`config.mk`:
```
export PLATFORM = sky130hd
export DESIGN_NAME = stage_two
export DESIGN_NICKNAME = d
export VERILOG_FILES = /design/src/rtl/stage_two.sv
export SDC_FILE = /design/constraint.sdc
export NUM_CORES = 1
export LEC_CHECK = 0
export BUFFER_PORTS_ARGS = -buffer_cell sky130_fd_sc_hd__buf_2
export CORE_MARGIN = 4
export CORE_UTILIZATION = 35
export DETAILED_ROUTE_END_ITERATION = 12
export PLACE_DENSITY = 0.6
export SLEW_MARGIN = 20
export SYNTH_ARGS = -nofsm -noshare
export SYNTH_HDL_FRONTEND = slang
export SYNTH_SLANG_ARGS = --single-unit
```
`constraint.sdc`:
```
create_clock -name clk -period 1.8 [get_ports clk]
set_clock_uncertainty 0.2 [all_clocks]
set_input_delay 0.18 -clock clk [delete_from_list [all_inputs] [get_ports clk]]
set_output_delay 0.18 -clock clk [all_outputs]
set_load 0.03 [all_outputs]
```
`src/rtl/stage_two.sv`:
```
// stage_two: execute stage of the 16-bit pipeline (forwarding, ALU, iterative MUL/DIV, stage-three register).
// The iterative signed MUL/DIV unit and its FSM are compiled in only when STAGE_TWO_MULDIV_EN is defined.
module stage_two #(
  parameter int WIDTH = 16
) (
  input  logic                 clk,
  input  logic                 rst_n,
  input  logic                 halt_sys,
  input  logic [1:0]           in_memc,       // {mem2r, memwr}
  input  logic                 in_reg_wr,
  input  logic                 in_R0_en,
  input  logic [2*WIDTH-1:0]   in_alu,        // {a, b}
  input  logic [3:0]           in_alu_ctrl,
  input  logic                 in_haz1,
  input  logic                 in_haz2,
  input  logic                 in_haz8,
  input  logic [WIDTH-1:0]     in_instr,
  input  logic [WIDTH-1:0]     in_R1_data,
  input  logic [2*WIDTH-1:0]   s3_data,
  output logic                 busy,
  output logic [2*WIDTH-1:0]   out_alu,
  output logic [1:0]           out_memc,
  output logic                 out_reg_wr,
  output logic                 out_R0_en,
  output logic [WIDTH-1:0]     out_instr,
  output logic [WIDTH-1:0]     out_R1_data,
  output logic                 overflow,
  output logic                 div0,
  output logic                 illegal
);

  localparam int SW  = $clog2(WIDTH);
  localparam int MSB = WIDTH - 1;

  localparam logic [3:0] OP_ADD = 4'd0;
  localparam logic [3:0] OP_SUB = 4'd1;
  localparam logic [3:0] OP_AND = 4'd2;
  localparam logic [3:0] OP_OR  = 4'd3;
  localparam logic [3:0] OP_SLL = 4'd4;
  localparam logic [3:0] OP_SRL = 4'd5;
  localparam logic [3:0] OP_ROL = 4'd6;
  localparam logic [3:0] OP_MUL = 4'd7;
  localparam logic [3:0] OP_DIV = 4'd8;

  // Forwarding from stage three is applied before anything else looks at the operands.
  logic [WIDTH-1:0] w_a, w_b, w_r1;
  assign w_a  = in_haz1 ? s3_data[WIDTH-1:0] : in_alu[2*WIDTH-1:WIDTH];
  assign w_b  = in_haz2 ? s3_data[WIDTH-1:0] : in_alu[WIDTH-1:0];
  assign w_r1 = in_haz8 ? s3_data[WIDTH-1:0] : in_R1_data;

  logic w_unused;
  assign w_unused = ^s3_data[2*WIDTH-1:WIDTH];

  logic [WIDTH-1:0]   w_sum, w_diff;
  logic [2*WIDTH-1:0] w_rol;
  assign w_sum  = w_a + w_b;
  assign w_diff = w_a - w_b;
  assign w_rol  = {w_a, w_a} << w_b[SW-1:0];

  logic [2*WIDTH-1:0] w_res;
  logic               w_ov, w_div0, w_ill, w_kill;

  // NOTE: every variable driven here gets a default first so no path can infer a latch.
  always_comb begin
    w_res  = '0;
    w_ov   = 1'b0;
    w_div0 = 1'b0;
    w_ill  = 1'b0;
    w_kill = 1'b0;
    case (in_alu_ctrl)
      OP_ADD: begin
        w_res[WIDTH-1:0] = w_sum;
        w_ov = (w_a[MSB] == w_b[MSB]) && (w_sum[MSB] != w_a[MSB]);
      end
      OP_SUB: begin
        w_res[WIDTH-1:0] = w_diff;
        w_ov = (w_a[MSB] != w_b[MSB]) && (w_diff[MSB] != w_a[MSB]);
      end
      OP_AND: w_res[WIDTH-1:0] = w_a & w_b;
      OP_OR:  w_res[WIDTH-1:0] = w_a | w_b;
      OP_SLL: w_res[WIDTH-1:0] = w_a << w_b[SW-1:0];
      OP_SRL: w_res[WIDTH-1:0] = w_a >> w_b[SW-1:0];
      OP_ROL: w_res[WIDTH-1:0] = w_rol[2*WIDTH-1:WIDTH];
      OP_MUL, OP_DIV: begin
`ifdef STAGE_TWO_MULDIV_EN
        // A zero divisor is answered here in one cycle; it never starts the iterative unit.
        w_div0 = (in_alu_ctrl == OP_DIV) && (w_b == '0);
`else
        w_ill  = 1'b1;
        w_kill = 1'b1;
`endif
      end
      default: begin
        w_ill  = 1'b1;
        w_kill = 1'b1;
      end
    endcase
  end

`ifdef STAGE_TWO_MULDIV_EN
  typedef enum logic [1:0] {S_IDLE, S_RUN, S_DONE} state_e;

  localparam logic [SW-1:0] CNT_LAST = SW'(WIDTH - 1);

  state_e           r_state, w_state_nx;
  logic [SW-1:0]    r_cnt;
  logic [WIDTH-1:0] r_hi, r_lo, r_opnd;
  logic             r_is_div, r_neg_a, r_neg_b;
  logic [1:0]       r_s_memc;
  logic             r_s_reg_wr, r_s_R0_en;
  logic [WIDTH-1:0] r_s_instr, r_s_R1;

  logic w_mc_op;
  assign w_mc_op = (in_alu_ctrl == OP_MUL) || ((in_alu_ctrl == OP_DIV) && (w_b != '0));

  assign busy = rst_n && (((r_state == S_IDLE) && w_mc_op) || (r_state == S_RUN));

  always_comb begin
    w_state_nx = r_state;
    case (r_state)
      S_IDLE:  if (w_mc_op) w_state_nx = S_RUN;
      S_RUN:   if (r_cnt == CNT_LAST) w_state_nx = S_DONE;
      S_DONE:  w_state_nx = S_IDLE;
      default: w_state_nx = S_IDLE;
    endcase
  end

  // Both algorithms work on magnitudes; {r_hi, r_lo} is the product or {remainder, quotient}.
  logic [WIDTH-1:0] w_mag_a, w_mag_b;
  assign w_mag_a = w_a[MSB] ? -w_a : w_a;
  assign w_mag_b = w_b[MSB] ? -w_b : w_b;

  logic [WIDTH:0] w_mul_sum, w_rem_sh, w_trial;
  assign w_mul_sum = {1'b0, r_hi} + {1'b0, {WIDTH{r_lo[0]}} & r_opnd};
  assign w_rem_sh  = {r_hi, r_lo[MSB]};
  assign w_trial   = w_rem_sh - {1'b0, r_opnd};

  // NOTE: sequential state is written with non-blocking assignments only, so every flop
  // samples the values from before the edge regardless of statement order.
  always_ff @(posedge clk or negedge rst_n) begin
    if (!rst_n) begin
      r_state    <= S_IDLE;
      r_cnt      <= '0;
      r_hi       <= '0;
      r_lo       <= '0;
      r_opnd     <= '0;
      r_is_div   <= 1'b0;
      r_neg_a    <= 1'b0;
      r_neg_b    <= 1'b0;
      r_s_memc   <= '0;
      r_s_reg_wr <= 1'b0;
      r_s_R0_en  <= 1'b0;
      r_s_instr  <= '0;
      r_s_R1     <= '0;
    end else if (!halt_sys) begin
      r_state <= w_state_nx;
      case (r_state)
        S_IDLE: if (w_mc_op) begin
          r_is_div   <= (in_alu_ctrl == OP_DIV);
          r_neg_a    <= w_a[MSB];
          r_neg_b    <= w_b[MSB];
          r_hi       <= '0;
          r_lo       <= (in_alu_ctrl == OP_DIV) ? w_mag_a : w_mag_b;
          r_opnd     <= (in_alu_ctrl == OP_DIV) ? w_mag_b : w_mag_a;
          r_cnt      <= '0;
          r_s_memc   <= in_memc;
          r_s_reg_wr <= in_reg_wr;
          r_s_R0_en  <= in_R0_en;
          r_s_instr  <= in_instr;
          r_s_R1     <= w_r1;
        end
        S_RUN: begin
          r_cnt <= r_cnt + 1'b1;
          if (r_is_div) begin
            if (!w_trial[WIDTH]) begin
              r_hi <= w_trial[WIDTH-1:0];
              r_lo <= {r_lo[WIDTH-2:0], 1'b1};
            end else begin
              r_hi <= w_rem_sh[WIDTH-1:0];
              r_lo <= {r_lo[WIDTH-2:0], 1'b0};
            end
          end else begin
            r_hi <= w_mul_sum[WIDTH:1];
            r_lo <= {w_mul_sum[0], r_lo[WIDTH-1:1]};
          end
        end
        default: ;
      endcase
    end
  end

  // Sign correction happens once, on the DONE cycle.
  logic               w_neg;
  logic [2*WIDTH-1:0] w_mag_prod, w_prod;
  logic [WIDTH-1:0]   w_quo, w_rem;
  logic [WIDTH:0]     w_prod_top;
  logic               w_prod_ov, w_div_ov;
  assign w_neg      = r_neg_a ^ r_neg_b;
  assign w_mag_prod = {r_hi, r_lo};
  assign w_prod     = w_neg ? -w_mag_prod : w_mag_prod;
  assign w_quo      = w_neg ? -r_lo : r_lo;
  assign w_rem      = r_neg_a ? -r_hi : r_hi;
  assign w_prod_top = w_prod[2*WIDTH-1:WIDTH-1];
  assign w_prod_ov  = !((&w_prod_top) || !(|w_prod_top));
  assign w_div_ov   = !w_neg && r_lo[MSB];
`else
  assign busy = 1'b0;
`endif

  logic [2*WIDTH-1:0] w_nx_alu;
  logic [1:0]         w_nx_memc;
  logic               w_nx_reg_wr, w_nx_R0_en, w_nx_ov, w_nx_div0, w_nx_ill;
  logic [WIDTH-1:0]   w_nx_instr, w_nx_R1;

  always_comb begin
    w_nx_alu    = w_res;
    w_nx_ov     = w_ov;
    w_nx_div0   = w_div0;
    w_nx_ill    = w_ill;
    w_nx_memc   = w_kill ? 2'b00 : in_memc;
    w_nx_reg_wr = in_reg_wr & ~w_kill;
    w_nx_R0_en  = in_R0_en & ~w_kill;
    w_nx_instr  = in_instr;
    w_nx_R1     = w_r1;
`ifdef STAGE_TWO_MULDIV_EN
    if (r_state == S_DONE) begin
      w_nx_alu    = r_is_div ? {w_rem, w_quo} : w_prod;
      w_nx_ov     = r_is_div ? w_div_ov : w_prod_ov;
      w_nx_div0   = 1'b0;
      w_nx_ill    = 1'b0;
      w_nx_memc   = r_s_memc;
      w_nx_reg_wr = r_s_reg_wr;
      w_nx_R0_en  = r_s_R0_en;
      w_nx_instr  = r_s_instr;
      w_nx_R1     = r_s_R1;
    end else if (busy) begin
      w_nx_alu    = '0;
      w_nx_ov     = 1'b0;
      w_nx_div0   = 1'b0;
      w_nx_ill    = 1'b0;
      w_nx_memc   = 2'b00;
      w_nx_reg_wr = 1'b0;
      w_nx_R0_en  = 1'b0;
      w_nx_instr  = '0;
      w_nx_R1     = '0;
    end
`endif
  end

  always_ff @(posedge clk or negedge rst_n) begin
    if (!rst_n) begin
      out_alu     <= '0;
      out_memc    <= '0;
      out_reg_wr  <= 1'b0;
      out_R0_en   <= 1'b0;
      out_instr   <= '0;
      out_R1_data <= '0;
      overflow    <= 1'b0;
      div0        <= 1'b0;
      illegal     <= 1'b0;
    end else if (!halt_sys) begin
      out_alu     <= w_nx_alu;
      out_memc    <= w_nx_memc;
      out_reg_wr  <= w_nx_reg_wr;
      out_R0_en   <= w_nx_R0_en;
      out_instr   <= w_nx_instr;
      out_R1_data <= w_nx_R1;
      overflow    <= w_nx_ov;
      div0        <= w_nx_div0;
      illegal     <= w_nx_ill;
    end
  end

endmodule

```
==> metrics.yaml <==
status: "complete, but fails checks"
violations: "hold timing, setup timing"
pin_count: 182
std_cell_rows: 49
initial_core_util_pct: 35.9
syn_to_final_growth_pct: 67.0
die_w_um: 144
first_pass_iters: 5
synth_cells: 787
yosys.area.top_type: "dfrtp_1"
p_leak_nw: 5.17
yosysWarnings: 0
dieArea_um2: 20800
syn_area_per_cell_um2: 8.26
synthArstFlopShare_pct: 100
overflow: 0
worstPathRequired_ns: 1.84
port_buffers: 147
clockRootBuffer: "clkbuf_16"
syn_area_um2: 6500
final_antenna_net_count: 0
r2r_start: "out_alu[14]$_DFFE_PN0N_"
hold_start: "in_R1_data[9]"
seq_area_frac_synth_pct: 20.8
fin_crit_sh_pct: 157
arrival_ns: 2.86
grt_pass1_wl_mm: 43.0
clockBufferDepth: 2
n_fill_cell: 1533
drc: 0
powerDensity_nw_per_um2: 596
grt_pass1_vias: 7538
ys_types: 71
core_area_um2: 18100
setup_viol: 17
path_clk_slew_ns: 0.08
synth_edf_count: 0
cts.sinks: 54
die_y_um: 144
drv_cap: 0
synth-seq-cells: 54
hold_viol: 1
relSlewSlack_pct: 53.7
fmax_mhz: 353
antennaDiodeCount: 0
peakVddDrop_mv: 0.467
finalSetupTns_ns: -13.38
pre_cts_ws_ns: -1.56
grt_max_degree: 55
insertion_delay_ns: 0.30
hold_slack_ns: -0.00282
slowest_delay_ns: 0.33
ys_top_cells_by_area: "dfrtp_1 (21%), mux2i_1 (14%), ha_1 (9.8%)"
drtIter0Drc: 590
crit_family: "compound AO/OA/AOI/OAI gates"
rsz0062_at_grt: "true"
layout_setup_ws_ns: -1.03
wire_per_inst_um: 20.2
dominantRegCellSynth: "dfrtp_1"
crit_chain: "buf_12, buf_12, mux2i_4, ha_4, inv_2, fa_2, nor2b_4, o211ai_1, buf_4, a31oi_4, buf_6, a21o_1, a32o_1, a221oi_2, a21oi_1, o21ai_1"
via_per_inst: 5.46
dp_hpwl_mm: 21.2
crit_buf_inv: 5
path_max_fanout: 5
min_path_type: "in2reg"
finalNetCount: 1353
worstSetupStartpointType: "input pin"
cp-startpoint: "in_haz1"
power_mw: 6.47
crit_slowest_cell: "fa_2"
cp-end-kind: "flip-flop"
numCtsBuffers: 5
synth_top_area_share_pct: 20.8
slew_viol_final: 0
cts_tree: "done"
grt.total_usage_pct: 26.6
gp_congestion: 0.933
cts_htree_levels: 2
critPathKind: "in2reg"
crit_top_cell: "buf_12"
worst_pin_slew_ns: 0.688
vias: 7749
drive_gt1_share_pct: 49.2
antenna_found_initial: 0
period_minus_slack_ns: 2.83
drt-total-wl_mm: 28.7
synthesized netlist by cell type, types with 7 or more instances:
cell / count
a211oi_1: 12
a21oi_1: 44
a221oi_1: 13
a22o_1: 8
a31oi_1: 7
buf_1: 8
buf_2: 8
buf_4: 20
clkbuf_1: 31
dfrtp_1: 54
ha_1: 51
inv_1: 45
mux2_2: 22
mux2i_1: 92
mux2i_2: 7
nand2_1: 76
nand2b_1: 8
nand3_1: 10
nor2_1: 55
nor3_1: 20
o211ai_1: 11
o21ai_0: 54
o22ai_1: 8
o31ai_1: 9
xnor2_1: 7
logic make-up after synthesis:
logic type / count (synthesis) / share of synthesized area (%)
flops: 54 / 20.8
xor+xnor: 9 / 1.21
fa+ha+maj: 53 / 10.4
other cells: 1 / 0.0577
buf+inv: 121 / 8.93
compound gates: 230 / 24.0
simple gates: 192 / 13.0
mux: 127 / 21.5
power by group:
group | switching, mW | leakage (nW) | total, mW | internal (mW)
registers | 0.0606 | 0.678 | 1.38 | 1.32
clock network | 0.565 | 0.0819 | 1.24 | 0.671
logic | 2.05 | 4.41 | 3.85 | 1.80
total | 2.68 | 5.17 | 6.47 | 3.79
tightest hold or removal path, stage by stage:
cell     delay [ns]
buf_2          0.08
mux2i_1        0.06
o21ai_0        0.14
state kept, by name, summed over array words and instances (netlist names):
name,cells
out_R0_en,1
out_reg_wr,1
out_memc,2
illegal,1
overflow,1
out_R1_data,16
out_instr,16
out_alu,16
stage by stage:
step / instance area (um2) / cells / util (%)
5_1_grt: 10900 / 1420 / 60.0
3_5_place_dp: 9170 / 1340 / 50.7
6_report: 10900 / 1420 / 60.0
3_3_place_gp: 9170 / 1340 / 50.7
4_1_cts: 10400 / 1402 / 57.7
2_1_floorplan: 6860 / 804 / -
area by class of cell:
type / instances / area [um2] / area share [%]
clock inverters: 3 / 48.8 / 0.450
well taps: 229 / 287 / 2.64
clock buffers: 5 / 125 / 1.15
inverters: 49 / 190 / 1.75
flip-flops and latches: 54 / 1350 / 12.5
multi-input cells: 629 / 5490 / 50.6
repair buffers: 451 / 3360 / 31.0
cells in the final DEF (no fill, tap or decap), types with 12 or more instances in the layout:
cell	synthesis	layout
mux2i_2	7	12
buf_4	20	242
dlygate4sd3_1	0	32
ha_1	51	35
conb_1	1	18
o21ai_0	54	41
mux2i_1	92	73
dfrtp_1	54	54
nor3_1	20	16
inv_1	45	36
mux2_2	22	21
mux2i_4	6	20
buf_6	4	18
nand2_1	76	74
nor2_1	55	52
a21oi_1	44	31
buf_2	8	145
metal layers:
layer	vias up	GRT usage, %	part of all wire [%]
li1	3650	-	-
met1	3693	34.9	42
met2	347	45.3	47
met3	59	4.23	8.0
met4	0	7.56	3.3
met5	-	0	0
path summary, 6_finish.rpt:
check | slack, ns | cells after the start | end
setup / recovery | -1.03 | 16 | out_alu[12]$_DFFE_PN0N_
hold / removal | -0.003 | 3 | out_R1_data[9]$_DFFE_PN0N_
setup reg to reg | -0.03 | 5 | out_alu[14]$_DFFE_PN0N_
hold reg to reg | 0.28 | 2 | out_R1_data[2]$_DFFE_PN0N_
max in group asynchronous | 0.92 | 3 | out_alu[3]$_DFFE_PN0N_
min in group asynchronous | 0.20 | 3 | out_instr[2]$_DFFE_PN0N_
timing repair:
item                                    CTS  global route
endpoints found under the hold margin    85             0
pin swaps                                56            50
resized for setup                       110            64
setup buffers                            21            19
endpoints found under the setup margin   17            17
hold buffers                             32             0
gates cloned                              3             1
(Power assumes the default switching activity.)
